**src/rtl/branch_ctrl_id.sv**
```systemverilog
// ID-stage branch/jump controller: PC source select, load/ALU hazard stalls, IF/ID flush.
// Optional statistics counters built only when BRANCH_STATS_EN is defined.
module branch_ctrl_id #(
  parameter int unsigned CNT_W = 16
) (
  input  logic             clk,
  input  logic             reset,
  input  logic             beq_id,
  input  logic             bne_id,
  input  logic             jmp_id,
  input  logic [4:0]       rs_id,
  input  logic [4:0]       rt_id,
  input  logic             operands_eq,
  input  logic             regwrite_ex,
  input  logic             memread_ex,
  input  logic [4:0]       rd_ex,
  input  logic             memread_mem,
  input  logic [4:0]       rd_mem,
  output logic [1:0]       pc_src,
  output logic             stall_if,
  output logic             bubble_id,
  output logic             flush_ifid,
  output logic [CNT_W-1:0] br_total,
  output logic [CNT_W-1:0] br_taken
);

  typedef enum logic {IDLE = 1'b0, HOLD = 1'b1} state_e;

  state_e state_q, state_d;
  logic   hit_ex, hit_mem, is_br, taken, haz2, haz1, resolve;

  // Hazard classification; register 0 never conflicts.
  always_comb begin
    hit_ex  = (rd_ex != 5'd0) && ((rd_ex == rs_id) || (rd_ex == rt_id));
    hit_mem = (rd_mem != 5'd0) && ((rd_mem == rs_id) || (rd_mem == rt_id));
    is_br   = !jmp_id && (beq_id || bne_id);
    taken   = beq_id ? operands_eq : !operands_eq;
    haz2    = memread_ex && hit_ex;
    haz1    = !haz2 && ((regwrite_ex && hit_ex) || (memread_mem && hit_mem));
    resolve = (state_q == IDLE) && is_br && !haz2 && !haz1;
  end

  always_ff @(posedge clk) begin
    if (reset) state_q <= IDLE;
    else       state_q <= state_d;
  end

  always_comb begin
    state_d = IDLE;
    if ((state_q == IDLE) && is_br && haz2) state_d = HOLD;
  end

  always_comb begin
    pc_src     = 2'b00;
    stall_if   = 1'b0;
    bubble_id  = 1'b0;
    flush_ifid = 1'b0;
    if (state_q == HOLD) begin
      stall_if  = 1'b1;
      bubble_id = 1'b1;
    end else if (jmp_id) begin
      pc_src     = 2'b10;
      flush_ifid = 1'b1;
    end else if (is_br) begin
      if (haz2 || haz1) begin
        stall_if  = 1'b1;
        bubble_id = 1'b1;
      end else if (taken) begin
        pc_src     = 2'b01;
        flush_ifid = 1'b1;
      end
    end
  end

`ifdef BRANCH_STATS_EN
  logic [CNT_W-1:0] br_total_q, br_total_d, br_taken_q, br_taken_d;

  // Saturating counts of resolved and taken conditional branches.
  always_comb begin
    br_total_d = br_total_q;
    br_taken_d = br_taken_q;
    if (resolve && !(&br_total_q)) br_total_d = br_total_q + CNT_W'(1);
    if (resolve && taken && !(&br_taken_q)) br_taken_d = br_taken_q + CNT_W'(1);
  end

  always_ff @(posedge clk) begin
    if (reset) begin
      br_total_q <= '0;
      br_taken_q <= '0;
    end else begin
      br_total_q <= br_total_d;
      br_taken_q <= br_taken_d;
    end
  end

  assign br_total = br_total_q;
  assign br_taken = br_taken_q;
`else
  logic unused_resolve;
  assign unused_resolve = resolve;
  assign br_total = '0;
  assign br_taken = '0;
`endif

endmodule

```
**config.mk**
```make
export PLATFORM = sky130hd
export DESIGN_NAME = branch_ctrl_id
export DESIGN_NICKNAME = d
export VERILOG_FILES = /design/src/rtl/branch_ctrl_id.sv
export SDC_FILE = /design/constraint.sdc
export NUM_CORES = 1
export LEC_CHECK = 0
export CORE_ASPECT_RATIO = 1.4
export CORE_MARGIN = 2
export CORE_UTILIZATION = 25
export CTS_CLUSTER_SIZE = 40
export DETAILED_ROUTE_END_ITERATION = 10
export PLACE_DENSITY = 0.79
export REMOVE_ABC_BUFFERS = 1
export SYNTH_ARGS = -nofsm -noshare
export SYNTH_HDL_FRONTEND = slang
export SYNTH_SLANG_ARGS = --single-unit
```
**constraint.sdc**
```tcl
create_clock -name clk -period 4.3 [get_ports clk]
set_clock_uncertainty 0.05 [all_clocks]
set_input_delay 0.86 -clock clk [delete_from_list [all_inputs] [get_ports clk]]
set_output_delay 0.86 -clock clk [all_outputs]
set_load 0.05 [all_outputs]
```
# ---- Word level (Yosys, flattened, before mapping)
# Cells that the tools add are included.
dict set report classes {
  n_eq_ne 4
  n_bitwise 1
  reduce_logical 19
  n_mux 16
}
# cell n
set op_table {}
lappend op_table {{5-bit == test} 4}
lappend op_table {{1-bit two-way mux} 14}
lappend op_table {{5-bit nonzero test} 2}
lappend op_table {{1-bit logical AND} 9}
lappend op_table {{1-bit logical OR} 5}
lappend op_table {{2-bit two-way mux} 2}
lappend op_table {{1-bit logical NOT} 3}
lappend op_table {{1-bit NOT} 1}
dict set report totals {
  word_cells 41
  regBits 1
  input_bits 29
}

# ---- Logic depth before layout (Yosys ltp)
# Gate-level depths: netlist (run 1).
dict set report depth {
  ltp_word 11
  ltp_mapped 6
  ltp_nobuf 5
}

# ---- Worst setup path before layout (run 1)
# No wires, ideal clock.
dict set report synth_timing {
  path_type {in2out}
  from {input rd_mem[1]}
  to {output flush_ifid}
  path_slack_ns 1.016
  stages 4
  arrival_time_ns 2.374
  required_ns 3.390
  cell_sequence {or4_4 o21ai_2 o22ai_2 o21bai_1}
}
dict set report synth_between {
  elab_chain_len 11
  word_cells_on_any_way 13
  cone_classes {2 x eq/ne; 4 x mux; 7 x reduce/logical}
}
# element line
set synth_rtl {}
lappend synth_rtl {{start, declared} 18} ;# input logic [4:0] rd_mem,
lappend synth_rtl {{5-bit == test} 35} ;# hit_mem = (rd_mem != 5'd0) && ((rd_mem == rs_id) || (rd_mem == rt_id));
lappend synth_rtl {{1-bit logical OR} 35}
lappend synth_rtl {{1-bit logical AND (*)} 35}
lappend synth_rtl {{1-bit logical AND (*)} 39} ;# haz1 = !haz2 && ((regwrite_ex && hit_ex) || (memread_mem && hit_mem));
lappend synth_rtl {{1-bit logical OR (*)} 39}
lappend synth_rtl {{1-bit logical AND (*)} 39}
lappend synth_rtl {{1-bit logical OR (*)} 65} ;# if (haz2 || haz1) begin
lappend synth_rtl {{1-bit two-way mux (*)} 65}
lappend synth_rtl {{1-bit two-way mux (*)} 64} ;# end else if (is_br) begin
lappend synth_rtl {{1-bit two-way mux (*)} 61} ;# end else if (jmp_id) begin
lappend synth_rtl {{1-bit two-way mux (*)} 58} ;# if (state_q == HOLD) begin
lappend synth_rtl {{end, declared} 22} ;# output logic flush_ifid,
# Mark *: on every way between the ends. The rest lies on a longest branch, timed or not.

# ---- Worst setup path in the final report (run 1)
dict set report layout_timing {
  from {input rd_mem[2]}
  to {output stall_if}
}
dict set report layout_between {
  elab_chain_len 11
  word_cells_on_any_way 13
  cone_classes {2 x eq/ne; 4 x mux; 7 x reduce/logical}
}
# element line
set layout_rtl {}
lappend layout_rtl {{5-bit == test} 35}
lappend layout_rtl {{1-bit logical OR} 35}
lappend layout_rtl {{1-bit logical AND (*)} 35}
lappend layout_rtl {{1-bit logical AND (*)} 39}
lappend layout_rtl {{1-bit logical OR (*)} 39}
lappend layout_rtl {{1-bit logical AND (*)} 39}
lappend layout_rtl {{1-bit logical OR (*)} 65}
lappend layout_rtl {{1-bit two-way mux (*)} 65}
lappend layout_rtl {{1-bit two-way mux (*)} 64}
lappend layout_rtl {{1-bit two-way mux (*)} 61}
lappend layout_rtl {{1-bit two-way mux (*)} 58}
lappend layout_rtl {{end, declared} 20} ;# output logic stall_if,
# Marked as above.

==> results of run 1 <==
-- cell families after synthesis --
family	share of synthesized area [%]
AO/OA/AOI/OAI	10.5
XOR/XNOR	28.3
buffers and inverters	40.0
flip-flops	3.23
other	0.605
AND/OR/NAND/NOR	17.4
-- cells in the final DEF, fill, tap and decap left out, drive strengths merged --
cell	n
a21o	2
a22oi	1
a32oi	1
and4b	1
buf	4
clkdlybuf4s50	29
conb	32
dfxtp	1
nand2	3
nor2	7
nor2b	1
nor3	6
nor3b	1
o21ai	2
o21bai	1
o22ai	1
or4	1
xnor2	2
xor2	18
-- how the worst max path moves through the flow --
stage,end,startpoint,depth (start not counted)
CTS,stall_if,rd_mem[2],6
floorplan,flush_ifid,rd_mem[1],4
global route,stall_if,rd_ex[1],7
global placement,bubble_id,rd_mem[1],6
detailed placement,stall_if,rd_mem[2],6
finish,stall_if,rd_mem[2],6
-- per-stage QoR --
stage               setup WS, ps  power (W)  std cells  hold WS, ps
floorplan                   1020   0.000103         81          572
global placement             878   0.000143        137          609
detailed placement           816   0.000145        137          648
CTS                          812   0.000145        137          647
global route                 750   0.000153        137          672
finish                       839   0.000145        137          636
-- area by class of cell --
type / count / area, sq um / area share (%)
multi-input combinational: 80 / 468 / 55.9
sequential: 1 / 20.0 / 2.39
timing repair buffer: 33 / 320 / 38.3
tap: 23 / 28.8 / 3.44
-- synth_stat cells --
cell       n  share of area, %
nor2b_1    1               1.0
nor3b_1    1               1.2
a32oi_1    1               1.4
o21bai_1   1               1.2
xnor2_1    2               2.8
conb_1     1              0.61
o21ai_2    1               1.4
nor3_2     1               1.6
a22oi_1    1               1.2
nand2_1    3               1.8
xor2_1    18                25
or4_4      1               1.8
nor2_1     7               4.2
nor3_1     5               4.0
a21o_1     2               2.4
buf_4     33                40
o21ai_0    1              0.81
dfxtp_1    1               3.2
o22ai_2    1               2.0
and4b_1    1               1.6
-- routing by layer --
metal	part of all wire, %	vias up	wire length (microns)	track usage [%]
met5	0	-	0	0
met4	0	0	0	0
met3	12	0	172	0.578
met2	54	47	771	19.3
met1	34	234	482	9.50
li1	-	270	-	-
-- report_power, final --
group / leakage, nW / internal [W] / switching [W]
combinational: 0.385 / 0.0000403 / 0.0000950
sequential: 0.00806 / 0.00000955 / 0.0000000874
clock: 0 / 0 / 0
-- worst max-delay path: cells and delay by family --
family | cells | cell delay, ps
AO/OA/AOI/OAI | 3 | 440
buffers and inverters | 2 | 690
AND/OR/NAND/NOR | 1 | 550
==> results.cfg, run 1 <==
[critical_path]
worstPathArrival_ps = 2550
startpoint_type = input pin
cp_cell_sequence = clkdlybuf4s50_1 -> or4_4 -> o21ai_2 -> o22ai_2 -> a21o_1 -> buf_4
cp-end-kind = primary output
timing_worst_setup_path_type = input pin to primary output
r2r_start = state_q
cpMaxStageDelayCell = or4_4
r2r-end = state_q
cp_max_fo = 3
required_ps = 3390
rrSetupSlack_ps = 3470
slowest_delay_ps = 550
r2r_cells = 2

[final_layout]
largest_reg_flops = 1
drive_above_1_share_pct = 7.02
area_growth_pct = 35.2
top_register = state_q
diodes = 0
layout.nets = 145
final_cell_area_sq_um = 837
fill_cells = 255
utilization_pct = 35.4
reg_top3 = state_q: 1 flops

[floorplan]
io_pins = 66
rows = 21
die_h_microns = 62.9
coreArea_sq_mm = 0.00236
start_util_pct = 26.2
die_area_sq_mm = 0.00290
die-width_microns = 46.1

[sta]
rsz0062_at_grt = no
setup_viol = 0
finalHoldViolations = 0
period_minus_slack_ps = 3460
drv_slew = 0
min_period_over_period_pct = 80.5
fmax_mhz = 289
tns_ps = 0

[placed_design]
place_hpwl_mm = 1.34
portBuffers = 33
gp_congestion = 0.704
placed_cell_area_sq_um = 837

[clock_tree]
clock_latency_ps = 0
cts_setup_buffers = 0
clkTransAtPathRegs_ps = 0
cts_hold_buffers = 0
ctsResizeCount = 0

[hold_path]
worstHoldStart = state_q
hold_path_depth = 2
hold_class = flop to flop
hold_end = state_q

[routing]
drtIter0Drc = 1
ant_nets = 0
viasPerCell = 4.02
drc = 0
vias = 551
post_drt_wl_per_cell_microns = 10.4
firstDrtPassIters = 2
wl_mm = 1.43

[pwr]
vdd.ir_drop.worst_mv = 0.0483
power_density_mw_per_mm2 = 173
power.leakage_nw = 0.393

[synthesis]
synth-seq-cells = 1
syn_area_sq_um = 619
postSynthCellCount = 83
ys_seq_area_share_pct = 3.23
yosys_warnings = 0
yosysUniqueCellTypes = 20
avgSynthCellArea_sq_um = 7.46

[global_route]
antenna_found_initial = 0
grt_pass1_vias = 540
grt_max_degree = 5
grt_pass1_wl_mm = 2.13
grt_use_total_pct = 9.20
grt_overflow_total = 0

[outcome]
status = completed

[run]
max-cap-violations = 0
(Power assumes the default switching activity.)
==> run 2: changes to the inputs <==
Clock period 4.3 ns to 3.2 ns, I/O delays scaled along.
==> run 2 against run 1 <==
Net effect:
- register-to-register slack got worse by 1100 ps
- worst setup slack got worse by 670 ps
- global-route usage decreased by 0.77 points
- via count down 0.91%
- final area is 3.0% higher
- routed wire length fell by 3.5%
- critical path type unchanged
- largest cell class unchanged
==> results.cfg, run 2 (synthesis results as in run 1) <==
[floorplan]
io_pins = 66
die_h_microns = 62.9
rows = 21
coreArea_sq_mm = 0.00236
start_util_pct = 26.2
die-width_microns = 46.1
die_area_sq_mm = 0.00290

[critical_path]
cp-end-kind = primary output
required_ps = 2510
timing_worst_setup_path_type = input pin to primary output
startpoint_type = input pin
worstPathArrival_ps = 2340
cp_max_fo = 3

[final_layout]
diodes = 0
area_growth_pct = 39.2
mostFrequentLayoutCells = conb_1, clkdlybuf4s50_1, xor2_1
largest_reg_flops = 1
reg_top3 = state_q: 1 flops
layout.nets = 145
final_common_cell = conb_1
utilization_pct = 36.5
top_register = state_q
drive_above_1_share_pct = 7.02

[placed_design]
gp_congestion = 0.676
portBuffers = 33
place_hpwl_mm = 1.27

[global_route]
grt_overflow_total = 0
grt_use_total_pct = 8.43
grt_pass1_wl_mm = 1.96
antenna_found_initial = 0
grt_max_degree = 5
grt_pass1_vias = 472

[clock_tree]
clock_latency_ps = 0
cts_hold_buffers = 0
ctsResizeCount = 0
clkTransAtPathRegs_ps = 0
cts_setup_buffers = 0

[pwr]
vdd.ir_drop.worst_mv = 0.0718
power_density_mw_per_mm2 = 233
power.leakage_nw = 0.402

[routing]
vias = 546
viasPerCell = 3.99
wl_met2_microns = 686
drtIter0Drc = 2
post_drt_wl_per_cell_microns = 10.0
drt-met1-wl_microns = 490
ant_nets = 0
drc = 0
routed.top_layer = met3
wl_mm = 1.38
firstDrtPassIters = 2
wl_met3_microns = 198

[sta]
finalHoldViolations = 0
rsz0062_at_grt = no
setup_viol = 0
min_period_over_period_pct = 94.7
tns_ps = 0
fmax_mhz = 330
drv_slew = 0
period_minus_slack_ps = 3030

[hold_path]
hold_class = flop to flop

[outcome]
status = completed

[run]
max-cap-violations = 0
run 2: cell count changes in the layout (fill, tap and decap cells not counted):
cell / delta
buf_12: +2
buf_4: -2
run 2: area by class of cell:
type	count	area (sq um)
sequential	1	20.0
timing repair buffer	33	345
multi-input combinational	80	468
tap	23	28.8
fill	249	1500
run 2: power breakdown:
group,total (W),leakage (nW),internal [W],switching [W]
Combinational,0.000188,0.394,0.0000588,0.000129
Sequential,0.0000130,0.00806,0.0000128,0.000000122
Clock,0,0,0,0
run 2: worst paths after layout:
kind                            cells past startpoint          to  slack (ps)      start
worst max-delay path                                6  flush_ifid         170  rd_mem[1]
worst min-delay path                                2     state_q         630    state_q
worst max register to register                      2     state_q        2380    state_q
worst min register to register                      2     state_q         630    state_q
run 2: metrics by stage:
stage / power (W) / cell area (sq um) / instances / hold slack [ps] / setup slack (ps)
global route: 0.000211 / 862 / 137 / 693 / 85.7
finish: 0.000201 / 862 / 137 / 633 / 169
global placement: 0.000198 / 862 / 137 / 613 / 188
CTS: 0.000201 / 862 / 137 / 644 / 140
floorplan: 0.000139 / 488 / 81 / 572 / 356
detailed placement: 0.000200 / 862 / 137 / 646 / 141
run 2: layer usage:
| metal | GRT usage, % | up-vias |
|---|---|---|
| li1 | - | 268 |
| met1 | 9.33 | 231 |
| met2 | 16.3 | 47 |
| met3 | 1.73 | 0 |
| met4 | 0 | 0 |
| met5 | 0 | - |
run 2: critical path, stage by stage:
cell,delay (ps)
clkdlybuf4s50_1,470
or4_4,560
o21ai_2,140
o22ai_2,110
o21bai_1,250
buf_12,170
